File: src/rtl/rst_seq.sv
// rst_seq: reset release sequencer placed downstream of the reset synchronizer.
// Releases NUM_STAGES active-low reset outputs in order 0..N-1. Each release waits
// STAGE_DLY cycles, then the stage's ready ack must arrive before the next stage
// starts its delay. A missing ack for ACK_TO cycles flags an error. A software warm
// reset request (accepted only when idle in DONE or ERR) re-asserts the outputs from
// the top stage down and then re-sequences from stage 0.
//
// Ports:
//   clk         clock
//   rst_n       asynchronous active-low reset (already synchronized upstream)
//   sw_rst_req  one-cycle warm re-sequence request, ignored while busy
//   stage_ack   per-stage ready, asynchronous, double-flopped here
//   rst_out_n   sequenced active-low resets, bit i = stage i
//   seq_done    all stages released and acknowledged
//   seq_err     ack timeout occurred
//   err_stage   stage that timed out (meaningful while seq_err=1)
//   busy        sequencing or re-asserting
//
// state     | meaning
// ----------+------------------------------------------------------------
// ST_DLY    | counting STAGE_DLY cycles before releasing the current stage
// ST_WAIT   | stage released, waiting for its synchronized ack
// ST_DONE   | every stage released and acked, idle
// ST_ERR    | ack timeout on err_stage, idle
// ST_ASSERT | warm reset: clearing outputs from the top index down to 0
module rst_seq #(
    parameter int NUM_STAGES = 4,
    parameter int CNT_W      = 8,
    parameter int STAGE_DLY  = 16,
    parameter int ACK_TO     = 255,
    parameter int STG_W      = 2
) (
    input  logic                  clk,
    input  logic                  rst_n,
    input  logic                  sw_rst_req,
    input  logic [NUM_STAGES-1:0] stage_ack,
    output logic [NUM_STAGES-1:0] rst_out_n,
    output logic                  seq_done,
    output logic                  seq_err,
    output logic [STG_W-1:0]      err_stage,
    output logic                  busy
);

    typedef enum logic [2:0] {
        ST_DLY,
        ST_WAIT,
        ST_DONE,
        ST_ERR,
        ST_ASSERT
    } state_t;

    localparam logic [CNT_W-1:0] DLY_LAST   = CNT_W'(STAGE_DLY - 1);
    // With ACK_TO=0 this wraps to all ones, but TO_EN keeps it from ever being used.
    localparam logic [CNT_W-1:0] TO_LAST    = CNT_W'(ACK_TO - 1);
    localparam bit               TO_EN      = (ACK_TO != 0);
    localparam logic [STG_W-1:0] LAST_STAGE = STG_W'(NUM_STAGES - 1);
    localparam logic [STG_W-1:0] NEXT_DOWN  = STG_W'(NUM_STAGES - 2);

    state_t                state;
    logic [STG_W-1:0]      stage;
    logic [CNT_W-1:0]      cnt;
    logic [NUM_STAGES-1:0] ack_meta;
    logic [NUM_STAGES-1:0] ack_s;

    always_ff @(posedge clk or negedge rst_n) begin
        if (!rst_n) begin
            ack_meta <= '0;
            ack_s    <= '0;
        end else begin
            ack_meta <= stage_ack;
            ack_s    <= ack_meta;
        end
    end

    always_ff @(posedge clk or negedge rst_n) begin
        if (!rst_n) begin
            state     <= ST_DLY;
            stage     <= '0;
            cnt       <= '0;
            rst_out_n <= '0;
            seq_done  <= 1'b0;
            seq_err   <= 1'b0;
            err_stage <= '0;
            busy      <= 1'b1;
        end else begin
            unique case (state)
                ST_DLY: begin
                    if (cnt == DLY_LAST) begin
                        rst_out_n[stage] <= 1'b1;
                        cnt              <= '0;
                        state            <= ST_WAIT;
                    end else begin
                        cnt <= cnt + 1'b1;
                    end
                end
                ST_WAIT: begin
                    if (ack_s[stage]) begin
                        if (stage == LAST_STAGE) begin
                            state    <= ST_DONE;
                            seq_done <= 1'b1;
                            busy     <= 1'b0;
                        end else begin
                            stage <= stage + 1'b1;
                            cnt   <= '0;
                            state <= ST_DLY;
                        end
                    end else if (TO_EN && cnt == TO_LAST) begin
                        state     <= ST_ERR;
                        seq_err   <= 1'b1;
                        err_stage <= stage;
                        busy      <= 1'b0;
                    end else begin
                        cnt <= cnt + 1'b1;
                    end
                end
                ST_DONE, ST_ERR: begin
                    // The top output is cleared on the accept edge itself, so the
                    // down-walk continues from NUM_STAGES-2.
                    if (sw_rst_req) begin
                        seq_done                  <= 1'b0;
                        seq_err                   <= 1'b0;
                        busy                      <= 1'b1;
                        rst_out_n[NUM_STAGES-1]   <= 1'b0;
                        stage                     <= NEXT_DOWN;
                        state                     <= ST_ASSERT;
                    end
                end
                ST_ASSERT: begin
                    rst_out_n[stage] <= 1'b0;
                    if (stage == '0) begin
                        cnt   <= '0;
                        state <= ST_DLY;
                    end else begin
                        stage <= stage - 1'b1;
                    end
                end
                default: begin
                    state <= ST_DLY;
                end
            endcase
        end
    end

endmodule

File: config.mk
export PLATFORM = sky130hd
export DESIGN_NAME = rst_seq
export DESIGN_NICKNAME = d
export VERILOG_FILES = /design/src/rtl/rst_seq.sv
export SDC_FILE = /design/constraint.sdc
export NUM_CORES = 1
export LEC_CHECK = 0
export ABC_AREA = 1
export ABC_CLOCK_PERIOD_IN_PS = 1300
export BUFFER_PORTS_ARGS = -buffer_cell sky130_fd_sc_hd__buf_2
export CAP_MARGIN = 20
export CORE_AREA = 5 5 73 75
export DETAILED_ROUTE_END_ITERATION = 16
export DIE_AREA = 0 0 78 80
export GPL_TIMING_DRIVEN = 0
export PLACE_DENSITY_LB_ADDON = 0.1
export SLEW_MARGIN = 20
export SYNTH_ARGS = -nofsm -noshare
export SYNTH_HDL_FRONTEND = slang
export SYNTH_SLANG_ARGS = --single-unit
File: constraint.sdc
create_clock -name clk -period 1.3 [get_ports clk]
set_input_delay 0.13 -clock clk [delete_from_list [all_inputs] [get_ports clk]]
set_output_delay 0.13 -clock clk [all_outputs]
set_load 0.05 [all_outputs]
After elaboration in Yosys (flattened, before gate mapping)
Cells that the tools add are included.
{"block": "totals", "register_bits": 30, "output_inout_bits": 9}
{"block": "op_classes", "addsub": 3, "magnitude_cmp": 2, "n_eq_ne": 20, "mux": 37, "n_bitwise": 4, "reduce_logical": 18}
{"op": "$mux W8", "count": 5}
{"op": "$pmux W8 S3", "count": 1}
{"op": "$reduce_and A4 Y1", "count": 5}
{"op": "$ne A2 B2 Y1 const B", "count": 9}
{"op": "$mux W3", "count": 5}
{"op": "$ne A3 B3 Y1 const B", "count": 4}
{"op": "$pmux W3 S4", "count": 1}
{"op": "$mux W1", "count": 11}
{"op": "$mux W2", "count": 5}
{"op": "$reduce_bool A3 Y1", "count": 3}
{"op": "$add A8 B1 Y8 const B", "count": 1}
{"op": "$eq A8 B4 Y1 const B", "count": 1}
{"op": "$eq A8 B8 Y1 const B", "count": 1}
{"op": "$eq A3 B2 Y1 const B", "count": 2}
{"op": "$pmux W1 S2", "count": 3}
{"op": "$pmux W2 S3", "count": 1}
{"op": "$pmux W3 S2", "count": 1}
{"op": "$reduce_and A3 Y1", "count": 2}
{"op": "$reduce_and A5 Y1", "count": 1}
{"op": "$and A4 B4 Y4", "count": 1}
{"op": "$mux W4", "count": 1}
{"op": "$not A4 Y4", "count": 1}
{"op": "$or A4 B4 Y4", "count": 1}
{"op": "$reduce_bool A2 Y1", "count": 2}
{"op": "16 further kinds", "count": 16}

Longest topological paths before layout
Gate-level depths: netlist of the first run.
{"block": "logic_depth", "depth_word": 7, "depth_mapped": 11, "mapped_depth_nobuf": 10}

Least setup slack after synthesis of the first run
OpenSTA, ideal clock, no wires.
{"block": "synth_path", "path_kind": "reg2reg", "from": "register cnt[1]", "to": "register rst_out_n[3]", "arrival_ns": 1.288, "required_time_ns": 1.237, "slack_ns": -0.051, "path_stages_with_launch": 10, "path_buffers": 0, "synth_period_minus_slack_ns": 1.351, "path_cell_list": "dfrtp_1 > ha_1 > nand2_1 > nor2_2 > nand3_2 > nor2_2 > inv_1 > o21bai_1 > nand2_1 > inv_1"}
{"block": "synth_via", "elab_chain_len": 3}
{"element": "from (decl)", "line_no": "61", "rtl": "logic [CNT_W-1:0] cnt;"}
{"element": "from (signal assigned)", "line_no": "93", "rtl": "cnt <= cnt + 1'b1;"}
{"element": "from (signal assigned)", "line_no": "113", "rtl": "cnt <= cnt + 1'b1;"}
{"element": "$eq A8 B4 Y1", "line_no": "88", "rtl": "if (cnt == DLY_LAST) begin"}
{"element": "$ne A2 B2 Y1 (no source line)"}
{"element": "$reduce_and A3 Y1 (no source line)"}
{"element": "to (signal assigned)", "line_no": "80", "rtl": "rst_out_n <= '0;"}
{"element": "to (signal, indexed assignment)", "line_no": "89", "rtl": "rst_out_n[stage] <= 1'b1;"}
{"element": "to (signal, indexed assignment)", "line_no": "123", "rtl": "rst_out_n[NUM_STAGES-1] <= 1'b0;"}
{"element": "to (decl)", "line_no": "37", "rtl": "output logic [NUM_STAGES-1:0] rst_out_n,"}
No other way between the ends.
A chain may end at the register's enable or synchronous reset.

Worst setup path in the final report of the first run
{"block": "layout_path", "from": "register stage[0]", "to": "register cnt[1]"}
{"block": "layout_via", "elab_chain_len": 4}
{"element": "from (decl)", "line_no": "60", "rtl": "logic [STG_W-1:0] stage;"}
{"element": "from (signal assigned)", "line_no": "103", "rtl": "stage <= stage + 1'b1;"}
{"element": "from (signal assigned)", "line_no": "134", "rtl": "stage <= stage - 1'b1;"}
{"element": "$bmux W1 S2", "line_no": "97", "rtl": "if (ack_s[stage]) begin"}
{"element": "$mux W1 (implied by the code)", "line_no": "97"}
{"element": "$ne A3 B3 Y1 (no source line) or $mux W8 (tied branches)"}
{"element": "$reduce_and A4 Y1 (no source line) or $pmux W8 S3 (tied branches)"}
Parallel ways exist; a longest one is shown, timed or not. The select of a mux whose other input is x is not followed.

==> results.toml, run 1 <==
[power]
seqPwrFrac_pct = 26.2
p_per_area_nw_per_um2 = 2170
power.total_mw = 5.15
pwr-share-clk_pct = 15.5
power_leakage_nw = 1.24
p_sw_share_pct = 48.3
p_comb_share_pct = 58.2
ir_drop_mv = 1.05
power_switching_mw = 2.49
cell_internal_pwr_mw = 2.66

[worst_setup_path]
crit_required_ns = 1.47
crit_fanout = 8
worstSetupStartpointType = "flop"
critical-path-top-cell-by-count = "nand2_1"
crit_chain = "buf_6 -> nand2_1 -> nand2_2 -> nand2_4 -> nand2_8 -> a21oi_2 -> nand2_8 -> nand2_1 -> nand2_1"
crit_type = "flop to flop"
crit_slowest_cell = "dfrtp_1"
crit_path_end_kind = "flop"
ff2ff_path_depth = 9
cp_slowest_stage_delay_ns = 0.39
cp.arrival_ns = 1.59

[clock_network]
numCtsBuffers = 5
cts_max_level = 2
clkSlewWorstSetupHoldPaths_ns = 0.07
cts_root_buf = "clkbuf_8"
cts_tree = "yes"
clockBufferDepth = 2
insertion_delay_ns = 0.28
cts_sinks = 30

[floorplanning]
rows = 25
coreArea_sq_um = 4600
die_h_um = 80
ios = 16
die_area_sq_um = 6240
die_x_um = 78
initial_core_util_pct = 38.0

[place]
dpl.hpwl_um = 2750
gp_congestion = 0.818
io_buffers = 15
dpl_cell_area_sq_um = 1900

[finish]
fin_nets = 291
final_common_cell = "nand2_1"
finalInstanceArea_sq_um = 2380
area_growth_pct = 36.3
fillers = 462
diodes = 0
layout_common_cells = "nand2_1, buf_4, dfrtp_1"
drive_gt1_share_pct = 36.7
fin_util_pct = 51.8

[timing]
slew_violations = 0
max_freq_mhz = 707
finalSetupTns_ns = -1.68
hold_violations = 0
fin_crit_sh_pct = 109
worst_slack_ns = -0.115
worst_pin_slew_ns = 0.676
slew_headroom_pct = 54.9
setup_viol = 20
rsz0062_at_grt = "true"
hold_ws_ns = 0.217
min_period_ns = 1.42
skew_ns = 0.00320

[synth]
yosysTopAreaCellShare_pct = 41.6
syn_nets = 240
ys_ff_latch = 30
synth_area_sq_um = 1750
syn-mean-instance-area_sq_um = 7.56
synth_area_leaders = "dfrtp_1, nand2_1, nand3_1"
synth_cells = 231
yosysUniqueCellTypes = 30
seq_area_frac_synth_pct = 43.1
synth_top_area_cell = "dfrtp_1"
synth_warnings = 0

[route]
dr.pass1.iters = 4
vias = 1588
routed_wl_um = 4130
via_per_inst = 4.71
ant_nets = 0
drt_iter0_markers = 79
drc_errors = 0
wire_per_inst_um = 12.2

[status]
violations = "setup timing"
outcome = "finished, violations left"

[min_path]
hold_path.class = "input pin to flop"
hold_depth = 4

[global_routing]
grt_pass1_vias = 1556
grt-ovfl-total = 0
grt_first_pass_wirelength_um = 7450
grt.total_usage_pct = 15.2
grt_max_degree = 31
antenna_found_initial = 0

[flow_run]
drv_cap = 0
-- cell families (layout without fill, tap and decap cells) --
family | count (synthesis) | count (layout) | synth area share [%]
flops | 30 | 30 | 43.1
simple gates | 153 | 153 | 42.3
fa+ha+maj | 2 | 2 | 1.43
compound gates | 17 | 17 | 6.02
xor+xnor | 1 | 1 | 0.502
buf+inv | 28 | 80 | 6.67
-- layout make-up --
class | count | area, sq um | share of cell area, %
plain buffers | 2 | 18.8 | 0.789
well taps | 54 | 67.6 | 2.84
clock inverters | 2 | 12.5 | 0.526
flip-flops and latches | 30 | 761 | 32.0
repair buffers | 44 | 310 | 13.0
multi-input cells | 173 | 1010 | 42.6
clock buffers | 6 | 82.6 | 3.47
inverters | 26 | 114 | 4.78
-- routing by layer --
metal | part of all wire [%] | GRT usage [%]
met1 | 46 | 19.8
met3 | 2.6 | 2.82
met2 | 49 | 24.7
met4 | 1.6 | 6.08
met5 | 0 | 0
-- through the flow --
step	cells	setup WS, ns
4_1_cts	332	-0.106
6_report	337	-0.115
5_1_grt	337	-0.216
3_3_place_gp	300	-0.299
3_5_place_dp	300	-0.290
2_1_floorplan	231	-0.0278
-- critical path, delay by kind of cell (launching register included) --
kind | cells | cell delay, ns
AO/OA/AOI/OAI | 1 | 0.25
AND/OR/NAND/NOR | 7 | 0.52
flip-flops | 1 | 0.39
buffers and inverters | 1 | 0.14
-- flip-flops by register name, summed over array words and instances (netlist names), named ones only --
| name | cells |
|---|---|
| state | 3 |
| err_stage | 2 |
| seq_done | 1 |
| cnt | 8 |
| busy | 1 |
| ack_meta | 4 |
| ack_s | 4 |
| rst_out_n | 1 |
| seq_err | 1 |
| stage | 2 |
-- synthesized netlist by cell type (all sizes together) --
library cell,n
dfrtp,29
nand3,23
o21ai,6
a21oi,5
buf,2
xnor2,1
o21bai,1
o211ai,1
dfstp,1
clkinv,2
a22oi,2
o2111ai,1
nand2,101
ha,2
nor2,26
o21a,1
nand3b,2
nand4,1
inv,24
-- final timing paths --
kind                                         endpoint        start  slack [ns]
min in group asynchronous  asynchronous set/reset pin        rst_n        0.42
hold reg to reg                              ack_s[0]  ack_meta[0]        0.35
setup reg to reg                               cnt[1]     stage[0]       -0.12
max in group asynchronous                      cnt[1]        rst_n        0.40
hold / removal                               state[1]   sw_rst_req        0.22
setup / recovery                               cnt[1]     stage[0]       -0.12
-- what timing repair did --
item,CTS,global route
hold endpoints to repair,33,0
hold buffers,5,0
setup buffers,18,5
pin swaps,26,11
endpoints found under the setup margin,21,21
cloned,1,0
gates resized for setup,30,16
-- power by group through the flow --
stage	clock [mW]	combinational (mW)	sequential, mW
after floorplan	0	1.77	1.52
after global placement	0	2.46	1.32
after detailed placement	0	2.46	1.33
after CTS	0.825	2.86	1.33
after global routing	0.872	3.36	1.38
final	0.800	3.00	1.35
No activity file was read; power rests on OpenSTA's default activity.
==> run 2: changes to the inputs <==
--- a/config.mk
+++ b/config.mk
@@ -6,14 +6,13 @@
 export NUM_CORES = 1
 export LEC_CHECK = 0
 export ABC_AREA = 1
-export ABC_CLOCK_PERIOD_IN_PS = 1300
 export BUFFER_PORTS_ARGS = -buffer_cell sky130_fd_sc_hd__buf_2
-export CAP_MARGIN = 20
 export CORE_AREA = 5 5 73 75
 export DETAILED_ROUTE_END_ITERATION = 16
 export DIE_AREA = 0 0 78 80
 export GPL_TIMING_DRIVEN = 0
 export PLACE_DENSITY_LB_ADDON = 0.1
+export SKIP_LAST_GASP = 1
 export SLEW_MARGIN = 20
 export SYNTH_ARGS = -nofsm -noshare
 export SYNTH_HDL_FRONTEND = slang
==> run 2 against run 1 <==
  * First-iteration DRC count is 20% lower
  * The run still ends with setup timing left
  * Combinational power is 7.7% higher
  * Final cell count is 1.8% higher
  * Via count is 1.1% higher
  * Register-to-register slack hardly changed
  * Sequential power hardly changed
  * Highest routed layer unchanged
  * Count of clock-buffer cells in the layout stayed put
  * Wire length is 2.1% higher
  * Die area stayed put
  * Clock skew is 0.00077 ns higher
  * Total power is 4.5% higher
  * Critical endpoint unchanged
  * Non-clock buffer count is 6 higher
==> results.toml, run 2 (synthesis results as in run 1) <==
[status]
outcome = "finished, violations left"
violations = "setup timing"

[place]
dpl_cell_area_sq_um = 1900
place_inst = 300
io_buffers = 15
dpl.hpwl_um = 2750
gp_congestion = 0.818

[floorplanning]
initial_core_util_pct = 38.0
ios = 16
die_h_um = 80
die_x_um = 78
die_area_sq_um = 6240
coreArea_sq_um = 4600
rows = 25

[timing]
worst_slack_ns = -0.117
skew_ns = 0.00397
finalSetupTns_ns = -1.74
setup_viol = 20
rsz0062_at_grt = "true"
min_period_ns = 1.42
fin_crit_sh_pct = 109
slew_violations = 0
worst_pin_slew_ns = 0.683
max_freq_mhz = 706
slew_headroom_pct = 54.5
hold_violations = 0

[global_routing]
gr-usage-met2_pct = 24.7
top_usage_layer = "met2"
grt-ovfl-total = 0
use_met3_pct = 2.82
grt_first_pass_wirelength_um = 7450
groute.layer.met1.usage_pct = 19.8
antenna_found_initial = 0
grt_pass1_vias = 1556
grt.total_usage_pct = 15.2
grt_max_degree = 31

[clock_network]
numCtsBuffers = 5
insertion_delay_ns = 0.28
cts_tree = "yes"
clockBufferDepth = 2
clkSlewWorstSetupHoldPaths_ns = 0.07
cts_root_buf = "clkbuf_8"
cts_max_level = 2
cts_sinks = 30

[finish]
largest_register = "cnt"
fin_nets = 297
top_regs = "cnt (8), ack_meta (4), ack_s (4)"
diodes = 0
final_common_cell = "nand2_1"
drive_gt1_share_pct = 40.1
largest_register_ffs = 8
layout_common_cells = "nand2_1, buf_4, dfrtp_1"
finalInstanceArea_sq_um = 2460
fin_util_pct = 53.6
fin_cells = 343
area_growth_pct = 41.1

[worst_setup_path]
worstSetupStartpointType = "flop"
cp.arrival_ns = 1.63
crit_path_end_kind = "flop"
crit_fanout = 8
crit_required_ns = 1.51
crit_type = "flop to flop"

[power]
power_leakage_nw = 1.29
ir_drop_mv = 1.04
p_per_area_nw_per_um2 = 2190

[min_path]
hold_path.class = "input pin to flop"

[route]
wire_per_inst_um = 12.3
via_per_inst = 4.68
routed_wl_um = 4210
dr.pass1.iters = 4
drt_iter0_markers = 63
drc_errors = 0
ant_nets = 0
vias = 1606

[flow_run]
drv_cap = 0
run 2: cell count changes in the layout (fill, tap and decap cells not counted), sizes merged:
cell	previous run	this run
buf	41	47
run 2: per-layer routing:
metal / up-vias / share of wire, %
met5: - / 0
met4: 0 / 1.1
met3: 4 / 1.9
met2: 14 / 49
met1: 750 / 48
li1: 838 / -
run 2: layout make-up:
class                   instances  area [sq um]
plain buffers                   2          22.5
fillers                       459          2140
well taps                      54          67.6
repair buffers                 50           359
clock buffers                   6          82.6
inverters                      26           114
clock inverters                 2          12.5
flip-flops and latches         30           761
multi-input cells             173          1040
run 2: worst paths after layout:
path	from	end	slack (ns)	depth (start not counted)
worst max-delay path	cnt[0]	cnt[1]	-0.12	8
worst min register to register	ack_meta[0]	ack_s[0]	0.35	0
worst min-delay path	sw_rst_req	state[1]	0.21	4
max in group asynchronous	rst_n	cnt[1]	0.39	2
min in group asynchronous	rst_n	asynchronous set/reset pin	0.42	2
worst max register to register	cnt[0]	cnt[1]	-0.12	8
run 2: timing repair:
action | CTS | global route
pin swaps | 25 | 15
resized for setup | 28 | 29
hold buffers | 5 | 0
hold endpoints to repair | 33 | 0
setup endpoints to repair | 21 | 21
cloned | 1 | 0
setup buffers | 18 | 11
run 2: critical path: stages (launching register included):
cell and delay [ns]:
dfrtp_2 0.45, inv_2 0.07, ha_2 0.15, nand4_1 0.24
clkinv_2 0.16, nand2_8 0.09, nand2_8 0.09, nand2_1 0.05
nand2_1 0.05
run 2: stage by stage:
stage / setup WS (ns) / hold slack (ns) / total power, mW
after floorplan: -0.0278 / -0.166 / 3.29
after global placement: -0.299 / 0.223 / 3.78
after detailed placement: -0.290 / 0.226 / 3.79
after CTS: -0.106 / 0.202 / 5.01
after global routing: -0.225 / 0.236 / 5.86
final: -0.117 / 0.207 / 5.39
run 2: power by group:
group	switching, mW	internal, mW
Combinational	2.03	1.20
Clock	0.373	0.425
Sequential	0.189	1.17
==> run 3: changes to the inputs <==
--- a/config.mk
+++ b/config.mk
@@ -7,9 +7,9 @@
 export LEC_CHECK = 0
 export ABC_AREA = 1
 export BUFFER_PORTS_ARGS = -buffer_cell sky130_fd_sc_hd__buf_2
-export CORE_AREA = 5 5 73 75
+export CORE_AREA = 5 5 64 66
 export DETAILED_ROUTE_END_ITERATION = 16
-export DIE_AREA = 0 0 78 80
+export DIE_AREA = 0 0 69 71
 export GPL_TIMING_DRIVEN = 0
 export PLACE_DENSITY_LB_ADDON = 0.1
 export SKIP_LAST_GASP = 1
==> run 3 against run 2 <==
  * The run still ends with setup timing left
  * Total power shrank 5.7%
  * First-iteration DRC count grew 9.5%
  * Clock power shrank 26%
  * Critical path depth is the same
  * Final cell count shrank 3.5%
  * Combinational power shrank 2%
  * Cell area shrank 3.0%
  * Register-to-register slack lost 0.05 ns
  * Die area shrank 21%
  * Count of clock-buffer cells in the layout grew 1
  * Sequential cell count is the same
  * Critical path type unchanged
==> results.toml, run 3 (synthesis results as in run 1) <==
[clock_network]
numCtsBuffers = 5
clkSlewWorstSetupHoldPaths_ns = 0.10
cts_sinks = 30
cts_root_buf = "clkbuf_4"
cts_tree = "yes"
clockBufferDepth = 2
insertion_delay_ns = 0.34
cts_max_level = 2

[route]
dr.pass1.iters = 5
wire_per_inst_um = 12.4
ant_nets = 0
vias = 1620
drt_iter0_markers = 69
routed_wl_um = 4110
drc_errors = 0
via_per_inst = 4.89

[finish]
diodes = 0
finalInstanceArea_sq_um = 2390
drive_gt1_share_pct = 39.9
layout_common_cells = "nand2_1, dfrtp_1, buf_4"
fin_util_pct = 67.8
largest_register_ffs = 8
top_regs = "cnt (8), ack_meta (4), ack_s (4)"
final_common_cell = "nand2_1"
area_growth_pct = 36.8
fin_nets = 291
largest_register = "cnt"

[floorplanning]
coreArea_sq_um = 3520
initial_core_util_pct = 49.5
ios = 16
die_x_um = 69
rows = 22
die_area_sq_um = 4900
die_h_um = 71

[worst_setup_path]
cp.arrival_ns = 1.71
crit_path_end_kind = "flop"
crit_family = "simple AND/OR/NAND/NOR gates"
crit_fanout = 8
crit_chain = "inv_2 -> ha_4 -> nand4_1 -> buf_4 -> nor2_4 -> nor2_4 -> nand2_1 -> nand2_1"
crit_slowest_cell = "dfrtp_2"
cp_slowest_stage_delay_ns = 0.46
crit_required_ns = 1.54
crit_type = "flop to flop"
worstSetupStartpointType = "flop"
critical_path_buf_inv_count = 2

[global_routing]
grt.total_usage_pct = 17.6
grt_pass1_vias = 1530
grt-ovfl-total = 0
grt_first_pass_wirelength_um = 6960
antenna_found_initial = 0
grt_max_degree = 31

[place]
dpl.hpwl_um = 2550
io_buffers = 15
place_ws_ns = -0.290
dpl_cell_area_sq_um = 1890
gp_congestion = 0.833

[timing]
rsz0062_at_grt = "true"
setup_viol = 19
min_period_ns = 1.47
hold_violations = 0
fin_crit_sh_pct = 113
hold_ws_ns = 0.155
worst_pin_slew_ns = 0.646
skew_ns = 0.0119
worst_slack_ns = -0.171
slew_violations = 0
slew_headroom_pct = 56.9
finalSetupTns_ns = -2.18
max_freq_mhz = 680

[status]
outcome = "finished, violations left"
violations = "setup timing"

[power]
seqPwrFrac_pct = 26.4
ir_drop_mv = 1.41
cell_internal_pwr_mw = 2.57
p_sw_share_pct = 49.3
pwr-share-clk_pct = 11.6
p_comb_share_pct = 61.9
power_switching_mw = 2.51
power_leakage_nw = 1.26
p_per_area_nw_per_um2 = 2130

[min_path]
hold_path.class = "input pin to flop"

[flow_run]
drv_cap = 0
run 3: cell types whose count changed in the layout (fill, tap and decap cells not counted), moves of 2 or more:
| cell | before | now |
|---|---|---|
| nand2_1 | 85 | 75 |
| nand2_2 | 7 | 17 |
| clkbuf_4 | 0 | 6 |
| buf_4 | 26 | 21 |
| clkbuf_8 | 6 | 1 |
| inv_2 | 8 | 4 |
| inv_1 | 14 | 17 |
| buf_2 | 16 | 14 |
| nand2_4 | 6 | 8 |
| nand2_8 | 3 | 1 |
| nor2_1 | 9 | 11 |
| o21ai_0 | 6 | 4 |
| o21ai_1 | 0 | 2 |
run 3: cell type report:
| class | count | area [sq um] |
|---|---|---|
| fillers | 316 | 1130 |
| clock buffers | 7 | 55.1 |
| well taps | 48 | 60.1 |
| plain buffers | 2 | 18.8 |
| repair buffers | 44 | 332 |
| inverters | 26 | 114 |
| flip-flops and latches | 30 | 759 |
| clock inverters | 1 | 5.00 |
| multi-input cells | 173 | 1040 |
run 3: power by group through the flow:
stage	Sequential (mW)	Combinational [mW]	Clock, mW
3_3_place_gp	1.32	2.40	0
3_5_place_dp	1.32	2.42	0
4_1_cts	1.32	2.82	0.599
5_1_grt	1.37	3.48	0.644
6_report	1.34	3.15	0.590
2_1_floorplan	1.52	1.77	0
run 3: worst paths after layout:
path / from / to / slack [ns] / cells after the start
setup / recovery: cnt[0] / cnt[6] / -0.17 / 8
hold / removal: sw_rst_req / state[1] / 0.15 / 4
setup reg to reg: cnt[0] / cnt[6] / -0.17 / 8
hold reg to reg: ack_meta[3] / ack_s[3] / 0.35 / 0
max in group asynchronous: rst_n / cnt[1] / 0.50 / 2
min in group asynchronous: rst_n / ack_s[2] / 0.34 / 2
run 3: worst register-to-register path, stage by stage (launching register included):
cell and delay, ns:
dfrtp_2 0.46, inv_2 0.10, ha_4 0.13, nand4_1 0.16, buf_4 0.19, nor2_4 0.12, nor2_4 0.08, nand2_1 0.08
nand2_1 0.05
run 3: routing by layer:
layer	vias up	GRT usage [%]	routed length, um
met1	744	22.4	1800
met4	0	7.38	56
met2	37	28.9	2060
li1	832	-	-
met5	-	0	0
met3	7	4.12	195
run 3: stage by stage:
step	instances	power, mW
CTS	324	4.73
floorplan	231	3.29
global route	331	5.50
detailed placement	294	3.74
finish	331	5.08
global placement	294	3.72
run 3: timing repair:
action,CTS,global route
pin swaps,12,16
hold buffers,5,0
endpoints found under the hold margin,33,0
setup buffers,17,7
setup endpoints to repair,21,22
resized for setup,25,37
